$ cat config.mk
export PLATFORM = sky130hd
export DESIGN_NAME = divmod_unit_flat
export DESIGN_NICKNAME = d
export VERILOG_FILES = /design/src/rtl/divmod_unit_if.sv /design/src/rtl/divmod_unit.sv /design/src/flat_wrapper.sv
export SDC_FILE = /design/constraint.sdc
export NUM_CORES = 1
export LEC_CHECK = 0
export ABC_CLOCK_PERIOD_IN_PS = 4500
export CORE_MARGIN = 5
export CORE_UTILIZATION = 55
export CTS_CLUSTER_DIAMETER = 120
export DETAILED_ROUTE_END_ITERATION = 10
export PLACE_DENSITY = 0.84
export SLEW_MARGIN = 20
export SYNTH_ARGS = -nofsm -noshare
export SYNTH_HDL_FRONTEND = slang
export SYNTH_SLANG_ARGS = --single-unit
$ cat constraint.sdc
create_clock -name clk -period 4.5 [get_ports clk]
set_input_delay 0.45 -clock clk [delete_from_list [all_inputs] [get_ports clk]]
set_output_delay 0.45 -clock clk [all_outputs]
set_load 0.01 [all_outputs]
$ cat src/rtl/divmod_unit_if.sv
// Command/result bundle for divmod_unit: the CPU side drives the command,
// the divider returns the result, its status and the handshake.
interface divmod_unit_if #(
    parameter int WIDTH = 32
);
    logic             enable;
    logic             unsgn_or_sgn;
    logic [WIDTH-1:0] num;
    logic [WIDTH-1:0] denom;
    logic             flush;
    logic [WIDTH-1:0] quot;
    logic [WIDTH-1:0] rem;
    logic             div_by_zero;
    logic             can_accept_cmd;
    logic             data_ready;

    modport master (
        output enable, unsgn_or_sgn, num, denom, flush,
        input  quot, rem, div_by_zero, can_accept_cmd, data_ready
    );

    modport slave (
        input  enable, unsgn_or_sgn, num, denom, flush,
        output quot, rem, div_by_zero, can_accept_cmd, data_ready
    );
endinterface

$ cat src/rtl/divmod_unit.sv
// Iterative restoring divider on operand magnitudes, retiring BITS_PER_CYCLE
// quotient bits per cycle; signs are applied in a single FIXUP cycle.
module divmod_unit #(
    parameter int WIDTH          = 32,
    parameter int BITS_PER_CYCLE = 1
) (
    input  logic         clk,
    input  logic         rst,
    divmod_unit_if.slave bus
);
    localparam int N     = WIDTH / BITS_PER_CYCLE;
    localparam int CNT_W = $clog2(N + 1);

    typedef enum logic [1:0] {IDLE, ITER, FIXUP, DONE} state_t;

    state_t           state_reg, state_next;
    logic [WIDTH-1:0] prem_reg;
    logic [WIDTH-1:0] quo_reg;
    logic [WIDTH-1:0] div_reg;
    logic [CNT_W-1:0] cnt_reg;
    logic             num_neg_reg;
    logic             den_neg_reg;
    logic             zero_reg;
    logic [WIDTH-1:0] quot_reg;
    logic [WIDTH-1:0] rem_reg;
    logic             dbz_reg;
    logic             ready_reg;

    logic             can_accept;
    logic             accept;
    logic [WIDTH-1:0] num_mag;
    logic [WIDTH-1:0] den_mag;
    logic [WIDTH:0]   prem_work;
    logic [WIDTH-1:0] quo_next;
    logic [WIDTH-1:0] fix_quot;
    logic [WIDTH-1:0] fix_rem;

    assign can_accept = (state_reg == IDLE) || (state_reg == DONE);
    assign accept     = can_accept && bus.enable && !bus.flush;
    assign num_mag    = (bus.unsgn_or_sgn && bus.num[WIDTH-1])   ? -bus.num   : bus.num;
    assign den_mag    = (bus.unsgn_or_sgn && bus.denom[WIDTH-1]) ? -bus.denom : bus.denom;

    always_ff @(posedge clk) begin
        if (rst) begin
            state_reg <= IDLE;
        end else begin
            state_reg <= state_next;
        end
    end

    always_comb begin
        state_next = state_reg;
        case (state_reg)
            IDLE, DONE: begin
                if (accept) begin
                    state_next = (bus.denom == '0) ? FIXUP : ITER;
                end
            end
            ITER: begin
                if (bus.flush) begin
                    state_next = IDLE;
                end else if (cnt_reg == CNT_W'(1)) begin
                    state_next = FIXUP;
                end
            end
            FIXUP:   state_next = bus.flush ? IDLE : DONE;
            default: state_next = IDLE;
        endcase
    end

    // The dividend shifts out of quo_reg MSB first while quotient bits shift in.
    always_comb begin
        prem_work = {1'b0, prem_reg};
        quo_next  = quo_reg;
        for (int i = 0; i < BITS_PER_CYCLE; i++) begin
            prem_work = {prem_work[WIDTH-1:0], quo_next[WIDTH-1]};
            quo_next  = {quo_next[WIDTH-2:0], 1'b0};
            if (prem_work >= {1'b0, div_reg}) begin
                prem_work   = prem_work - {1'b0, div_reg};
                quo_next[0] = 1'b1;
            end
        end
    end

    // With a zero divisor no iteration ran, so quo_reg still holds |num|.
    always_comb begin
        fix_quot = quo_reg;
        fix_rem  = prem_reg;
        if (zero_reg) begin
            fix_quot = '1;
            fix_rem  = num_neg_reg ? -quo_reg : quo_reg;
        end else begin
            if (num_neg_reg ^ den_neg_reg) begin
                fix_quot = -quo_reg;
            end
            if (num_neg_reg) begin
                fix_rem = -prem_reg;
            end
        end
    end

    always_ff @(posedge clk) begin
        if (rst) begin
            prem_reg    <= '0;
            quo_reg     <= '0;
            div_reg     <= '0;
            cnt_reg     <= '0;
            num_neg_reg <= 1'b0;
            den_neg_reg <= 1'b0;
            zero_reg    <= 1'b0;
            quot_reg    <= '0;
            rem_reg     <= '0;
            dbz_reg     <= 1'b0;
            ready_reg   <= 1'b0;
        end else begin
            if (accept) begin
                prem_reg    <= '0;
                quo_reg     <= num_mag;
                div_reg     <= den_mag;
                cnt_reg     <= CNT_W'(N);
                num_neg_reg <= bus.unsgn_or_sgn && bus.num[WIDTH-1];
                den_neg_reg <= bus.unsgn_or_sgn && bus.denom[WIDTH-1];
                zero_reg    <= (bus.denom == '0);
            end else if (state_reg == ITER) begin
                prem_reg <= prem_work[WIDTH-1:0];
                quo_reg  <= quo_next;
                cnt_reg  <= cnt_reg - CNT_W'(1);
            end
            ready_reg <= (state_reg == FIXUP) && !bus.flush;
            if ((state_reg == FIXUP) && !bus.flush) begin
                quot_reg <= fix_quot;
                rem_reg  <= fix_rem;
                dbz_reg  <= zero_reg;
            end
        end
    end

    assign bus.quot           = quot_reg;
    assign bus.rem            = rem_reg;
    assign bus.div_by_zero    = dbz_reg;
    assign bus.data_ready     = ready_reg;
    assign bus.can_accept_cmd = can_accept;
endmodule

$ cat src/flat_wrapper.sv
// flat-port wrapper written by rule: the top's interface ports become plain ports
module divmod_unit_flat 
#(
    parameter int WIDTH          = 32,
    parameter int BITS_PER_CYCLE = 1
)
  (clk, rst, bus_enable, bus_unsgn_or_sgn, bus_num, bus_denom, bus_flush, bus_quot, bus_rem, bus_div_by_zero, bus_can_accept_cmd, bus_data_ready);
  divmod_unit_if #(.WIDTH(WIDTH)) bus_i ();
  input  logic clk;
  input  logic rst;
  input wire logic [$bits(bus_i.enable)-1:0] bus_enable;
  input wire logic [$bits(bus_i.unsgn_or_sgn)-1:0] bus_unsgn_or_sgn;
  input wire logic [$bits(bus_i.num)-1:0] bus_num;
  input wire logic [$bits(bus_i.denom)-1:0] bus_denom;
  input wire logic [$bits(bus_i.flush)-1:0] bus_flush;
  output wire logic [$bits(bus_i.quot)-1:0] bus_quot;
  output wire logic [$bits(bus_i.rem)-1:0] bus_rem;
  output wire logic [$bits(bus_i.div_by_zero)-1:0] bus_div_by_zero;
  output wire logic [$bits(bus_i.can_accept_cmd)-1:0] bus_can_accept_cmd;
  output wire logic [$bits(bus_i.data_ready)-1:0] bus_data_ready;
  assign bus_i.enable = bus_enable;
  assign bus_i.unsgn_or_sgn = bus_unsgn_or_sgn;
  assign bus_i.num = bus_num;
  assign bus_i.denom = bus_denom;
  assign bus_i.flush = bus_flush;
  assign bus_quot = bus_i.quot;
  assign bus_rem = bus_i.rem;
  assign bus_div_by_zero = bus_i.div_by_zero;
  assign bus_can_accept_cmd = bus_i.can_accept_cmd;
  assign bus_data_ready = bus_i.data_ready;
  divmod_unit #(.WIDTH(WIDTH), .BITS_PER_CYCLE(BITS_PER_CYCLE)) u_core (.clk(clk), .rst(rst), .bus(bus_i));
endmodule
==> impl_results.md, run 1 <==
* Status: finished clean
* Port Buffers at 135
* # resized after CTS at 0
* Post-route non-filler standard cell count at 1895
* Starting Density at 56.0%
* Post-Syn Area at 11800 sq um
* Clock buffer depth at 2
* Worst-path clk slew at 0.07 ns
* Syn Nets at 1664
* Netlist cell types at 73
* Sequential cell area at 3470 sq um
* Most used DFF post-synth: dfxtp_1
* Clk_skew at 0.0109 ns
* Met3 Use GR at 4.67%
* Routed vias at 11800
* Antenna-violating nets left at 0
* Combinational share of power at 60.2%
* CTS tree: yes
* Total internal power at 0.00512 W
* Tcrit/Tclk final at 82.0%
* Via density per instance at 6.24
* Worst slew pin tran at 1.13 ns
* Cells after Synth at 1554
* Rel. slew slack at 24.2%
* Gpl congestion at 0.940
* Hold Path Class: reg -> reg
* Die area at 24500 sq um
* R2r worst-path depth at 11
* Met2 GRT Util at 41.8%
* GR Overflow Total at 0
* Inserted Diodes at 0
* Hold Slack at 0.451 ns
* Switching Power at 0.00463 W
* Yosys reg bits at 173
* Largest net degree at the start of global routing at 84
* WL/cell at 18.2 microns
* Sequential element share of the synthesized area at 29.4%
* Clk root buf: clkbuf_16
* Setup crit end kind: flop
* Seq pwr share at 24.5%
* Core area at 21100 sq um
* Synth top area share at 29.4%
* I/O Pins at 136
* DP Worst Slack at 0.849 ns
* Asr flop ratio synth at 0%
* MaxCap Viol Count at 0
* Mean Syn Cell Area at 7.59 sq um
* Hold Path Depth at 2
* Routing usage on met1 at 39.7%
* Pwr Density at 707 nW/um^2
* Hold Path Origin: u_core.bus.rem[20]
* Multi-input gate area at 7670 sq um
* Total number of clock tree sinks at 173
* Rows at 53
* Hold Crit Endpoint: u_core.bus.rem[20]
* Area Overhead vs Synth at 16.8%
* Post-CTS Setup Inserts at 0
* Top-count cell post-synth: nor2_1
* Max Transition Viols Final at 0
* Initial antenna violation count at 0
* Placed Cells at 1863
* Vias in the first global route at 10500
* DR pass1 iterations at 5
* Post-route setup slack at 0.810 ns
* Worst flop-to-flop path endpoint: u_core.bus.rem[30]
* Final HPWL DP at 25200 microns
* DRC violations left at 0
* Worst skew pair latency at 0.44 ns
* Crit path max fanout at 6
* Final Hold Fails at 0
* Fmax at 0.271 GHz
* Top Usage Layer GRT: met2
* Switching share of total power at 47.5%
* Tmin final at 3.69 ns
* Fillers at 1789
* R2R Path Start: u_core.quo_reg[0]
* Total negative setup slack at 0 ns
* Startpoint Class: flop
* Clock share of power at 15.2%
* FF-to-FF setup slack at 0.81 ns
* DIE HEIGHT at 156 microns
* Cts hold-fix bufs at 0
* Gr usage total at 27.6%
* Initial DRC count at 1255
* First-pass GRT wire length at 55100 microns
* Drt total wl at 34400 microns
* Worst path required time at 4.79 ns
* Nets at 1717
* EDFF count, synth at 0
* # H-tree levels at 4
* Synth cell count leaders: nor2_1 (211), dfxtp_1 (173), nand2_1 (123)
* Arr. time, crit path at 3.98 ns
* Area leader, netlist: dfxtp_1
* Worst VDD drop at 613 uV
* YS warnings at 0
* Synth top area cells: dfxtp_1 (29%), nor2_1 (6.7%), xnor2_1 (6.5%)
* Share of layout cells above drive strength 1 at 4.38%
* Count of final setup violators at 0
* RSZ-0062 raised after global routing: false
* Lkg Pwr at 5.02 nW
* Num CTS Buffers at 17
* Die X at 156 microns
* Setup Crit Path Kind: reg -> reg
## kinds of logic after synthesis
logic type,share of synthesized area (%)
muxes,4.27
DFF,29.4
and+or+nand+nor,20.2
buffers and inverters,5.91
adders and majority gates,4.41
AOI/OAI and AO/OA,25.4
xor gates and xnor gates,10.5
## worst max-delay path: stages (launching register included)
cell and delay (ns):
dfxtp_1 0.35, inv_1 0.13, ha_1 0.19, or3b_1 0.41, or4_1 0.54, or3_1 0.52
or4_1 0.55, nor3b_2 0.29, a21oi_1 0.10, a221o_1 0.31, nand3_1 0.08, a21oi_1 0.07
## layout make-up
class                      count  share of cell area [%]
tap                          275                    2.50
inverter                      67                    1.82
timing repair buffer         148                    10.6
clock buffer                  17                    3.09
sequential                   173                    25.1
clock inverter                15                    1.27
multi-input combinational   1200                    55.6
## stage by stage
stage               instance area, sq um  power, W  util [%]
CTS                                13800   0.00963      65.4
floorplan                          11800   0.00673         -
global route                       13800    0.0104      65.4
detailed placement                 13200   0.00809      62.5
finish                             13800   0.00975      65.4
global placement                   13200   0.00800      62.5
## layer usage
layer / vias to the layer above / part of all wire [%]
met5: - / 0
met4: 0 / 2.5
met3: 61 / 8.1
met2: 512 / 45
met1: 5560 / 44
li1: 5687 / -
## worst max-delay path by stage
| stage | from | to |
|---|---|---|
| 4_1_cts | u_core.quo_reg[0] | u_core.bus.rem[30] |
| 2_1_floorplan | u_core.quo_reg[0] | u_core.bus.rem[30] |
| 3_3_place_gp | bus_denom[2] | u_core.state_reg[0] |
| 6_report | u_core.quo_reg[0] | u_core.bus.rem[30] |
| 3_5_place_dp | bus_denom[2] | u_core.state_reg[0] |
| 5_1_grt | u_core.quo_reg[0] | u_core.bus.rem[30] |
## cells in the final DEF (no fill, tap or decap), types with 39 or more instances in the layout
cell type,instances
a21oi_1,104
xnor2_1,87
a211oi_1,82
nand2_1,122
mux2i_1,47
clkdlybuf4s50_1,134
dfxtp_1,171
o21ai_0,85
nor2_1,211
inv_1,66
ha_1,39
xor2_1,54
## power by group through the flow
stage | sequential [W] | clock [W] | combinational [W]
floorplan | 0.00220 | 0 | 0.00453
global placement | 0.00238 | 0 | 0.00562
detailed placement | 0.00240 | 0 | 0.00570
CTS | 0.00236 | 0.00150 | 0.00576
global route | 0.00243 | 0.00158 | 0.00644
finish | 0.00239 | 0.00149 | 0.00587
Note: power is estimated with default switching activity, not from simulation.
==> inputs of run 2 (changes only) <==
- ABC_CLOCK_PERIOD_IN_PS: 4500 -> 3300
- CORE_UTILIZATION: 55 -> 52
- clock period: 4.5 -> 3.3 ns (I/O delays scaled with it)
==> impl_results.md, run 2 (synthesis results as in run 1) <==
* Clock share of power at 14.7% (-0.5 points)
* WL/cell at 18.2 microns (about the same)
* Tcrit/Tclk final at 97.6% (+16 points)
* Cell area after layout at 14400 sq um (+4.2%)
* Fillers at 1907 (+6.6%)
* Final total power at 0.0141 W (+45%)
* Bufs and invs on worst path at 1 (unchanged)
* Worst path max stage delay at 0.46 ns (-0.09 ns)
* Area Overhead vs Synth at 21.7%
* Rel. slew slack at 42.3% (+18 points)
* MaxCap Viol Count at 0 (unchanged)
* Commonest non-fill, non-tap cells in the layout: nor2_1 (211), dfxtp_1 (171), clkdlybuf4s50_1 (134)
* Clk_skew at 0.00872 ns (-0.00215 ns)
* RSZ-0062 raised after global routing: false
* Total internal power at 0.00752 W (+47%)
* Num CTS Buffers at 17 (unchanged)
* Rows at 55 (+3.8%)
* Final HPWL DP at 27100 microns (+7.7%)
* Core area at 22500 sq um (+6.7%)
* DR pass1 iterations at 5 (unchanged)
* Max Transition Viols Final at 0 (unchanged)
* Initial DRC count at 1289 (+2.7%)
* Placed Cells at 1940 (+4.1%)
* Post-route setup slack at 0.0788 ns (-0.731 ns)
* Nets at 1784 (+3.9%)
* Lkg Pwr at 5.39 nW (+7.3%)
* Most common cell after layout, fill and taps aside: nor2_1
* Worst-path clk slew at 0.08 ns (about the same)
* Setup Crit Path Kind: reg -> reg
* CP top delay family: simple AND/OR/NAND/NOR gates
* Setup crit end kind: flop
* Post-CTS Setup Inserts at 0 (unchanged)
* Worst slew pin tran at 0.865 ns (-0.268 ns)
* DRC violations left at 0 (unchanged)
* Hold Path Class: in -> reg
* Startpoint Class: flop
* Inserted Diodes at 0 (unchanged)
* Clk root buf: clkbuf_16
* Post-DP Area at 13700 sq um (+4.0%)
* I/O Pins at 136 (unchanged)
* Die area at 25800 sq um (+5.4%)
* Die X at 161 microns (+2.7%)
* Gr usage total at 26.6% (-0.96 points)
* Switching share of total power at 46.7% (-0.79 points)
* Drt total wl at 35800 microns (+4.1%)
* Combinational share of power at 63.6% (+3.4 points)
* CTS tree: yes
* Pwr Density at 982 nW/um^2 (+39%)
* Worst path required time at 3.60 ns (-1.19 ns)
* Largest net degree at the start of global routing at 85 (+1.2%)
* Fmax at 0.310 GHz (+15%)
* Crit path max-delay cell type: or4_4
* Routed vias at 12100 (+2.5%)
* Crit path launch: u_core.quo_reg[1]
* Count of final setup violators at 0 (unchanged)
* Hold Path Origin: rst
* Worst VDD drop at 791 uV (+29%)
* R2R Path Start: u_core.quo_reg[1]
* Seq pwr share at 21.7% (-2.8 points)
* Via density per instance at 6.15 (-1.5%)
* Clock buffer depth at 2 (unchanged)
* Initial antenna violation count at 0 (unchanged)
* DP Worst Slack at -0.333 ns (-1.18 ns)
* Post-route non-filler standard cell count at 1972 (+4.1%)
* Tmin final at 3.22 ns (-0.469 ns)
* Worst skew pair latency at 0.44 ns (about the same)
* Final Hold Fails at 0 (unchanged)
* Finished Core Util at 63.8% (-1.6 points)
* Vias in the first global route at 11400 (+8.5%)
* Arr. time, crit path at 3.52 ns (-0.46 ns)
* Gpl congestion at 0.951 (+1.2%)
* GR Overflow Total at 0 (unchanged)
* Total number of clock tree sinks at 173 (unchanged)
* Crit path max fanout at 3 (-3)
* # H-tree levels at 4 (unchanged)
* Starting Density at 52.4% (-3.5 points)
* Port Buffers at 135 (unchanged)
* Crit-path cells: inv_2 -> ha_2 -> or3b_1 -> or4_4 -> or3_4 -> or4_4 -> nor3b_4 -> a21oi_1 -> a221o_1 -> nand3_1 -> a21oi_1
* Share of layout cells above drive strength 1 at 8.60% (+4.2 points)
* DIE HEIGHT at 161 microns (+2.7%)
* Antenna-violating nets left at 0 (unchanged)
* Switching Power at 0.00659 W (+42%)
* First-pass GRT wire length at 57200 microns (+3.8%)
* Status: finished clean
[run 2: power by group through the flow]
| stage | registers [W] | clock network [W] | logic (W) |
|---|---|---|---|
| final | 0.00306 | 0.00207 | 0.00897 |
| after CTS | 0.00304 | 0.00208 | 0.00874 |
| after global routing | 0.00310 | 0.00218 | 0.00976 |
| after global placement | 0.00307 | 0 | 0.00849 |
| after detailed placement | 0.00308 | 0 | 0.00864 |
| after floorplan | 0.00301 | 0 | 0.00617 |
[run 2: what timing repair did]
action / 4_1_cts / 5_1_grt
pin swaps: 1 / 1
hold endpoints to repair: 0 / 0
gates resized for setup: 0 / 11
setup endpoints to repair: 1 / 11
hold buffers: 0 / 0
[run 2: final timing paths]
path	endpoint	slack (ns)	depth (start not counted)
hold reg to reg	u_core.bus.rem[4]	0.45	2
setup / recovery	u_core.bus.rem[30]	0.08	11
setup reg to reg	u_core.bus.rem[30]	0.08	11
hold / removal	u_core.bus.quot[30]	0.37	2
[run 2: final cells by class]
class	instances	area (sq um)	share of cell area (%)
clock buffer	17	425	2.96
clock inverter	15	188	1.31
inverter	67	251	1.75
multi-input combinational	1200	7700	53.6
sequential	173	3470	24.1
tap	285	357	2.48
timing repair buffer	215	1970	13.7
[run 2: worst register-to-register path, cell delays in order, from the launching register on]
cell and delay [ns]:
dfxtp_1 0.33, inv_2 0.07, ha_2 0.18, or3b_1 0.37
or4_4 0.44, or3_4 0.42, or4_4 0.46, nor3b_4 0.25
a21oi_1 0.10, a221o_1 0.32, nand3_1 0.08, a21oi_1 0.06
[run 2: layer usage]
metal / routed length (microns) / part of all wire, % / GRT usage (%)
met5: 0 / 0 / 0
met4: 952 / 2.7 / 8.33
met3: 2890 / 8.1 / 4.57
met2: 16200 / 45 / 43.3
met1: 15800 / 44 / 36.1
[run 2: stage by stage]
stage / setup TNS (ns) / hold WS, ns
after detailed placement: -0.334 / 0.446
final: 0 / 0.369
after floorplan: 0 / 0.432
after global placement: -0.260 / 0.439
after global routing: 0 / 0.378
after CTS: 0 / 0.351
==> inputs of run 3 (changes only) <==
- HOLD_SLACK_MARGIN: not set -> 0.15
==> results of run 3 <==
Final layout, timing and power as in run 2 (identical DEF).
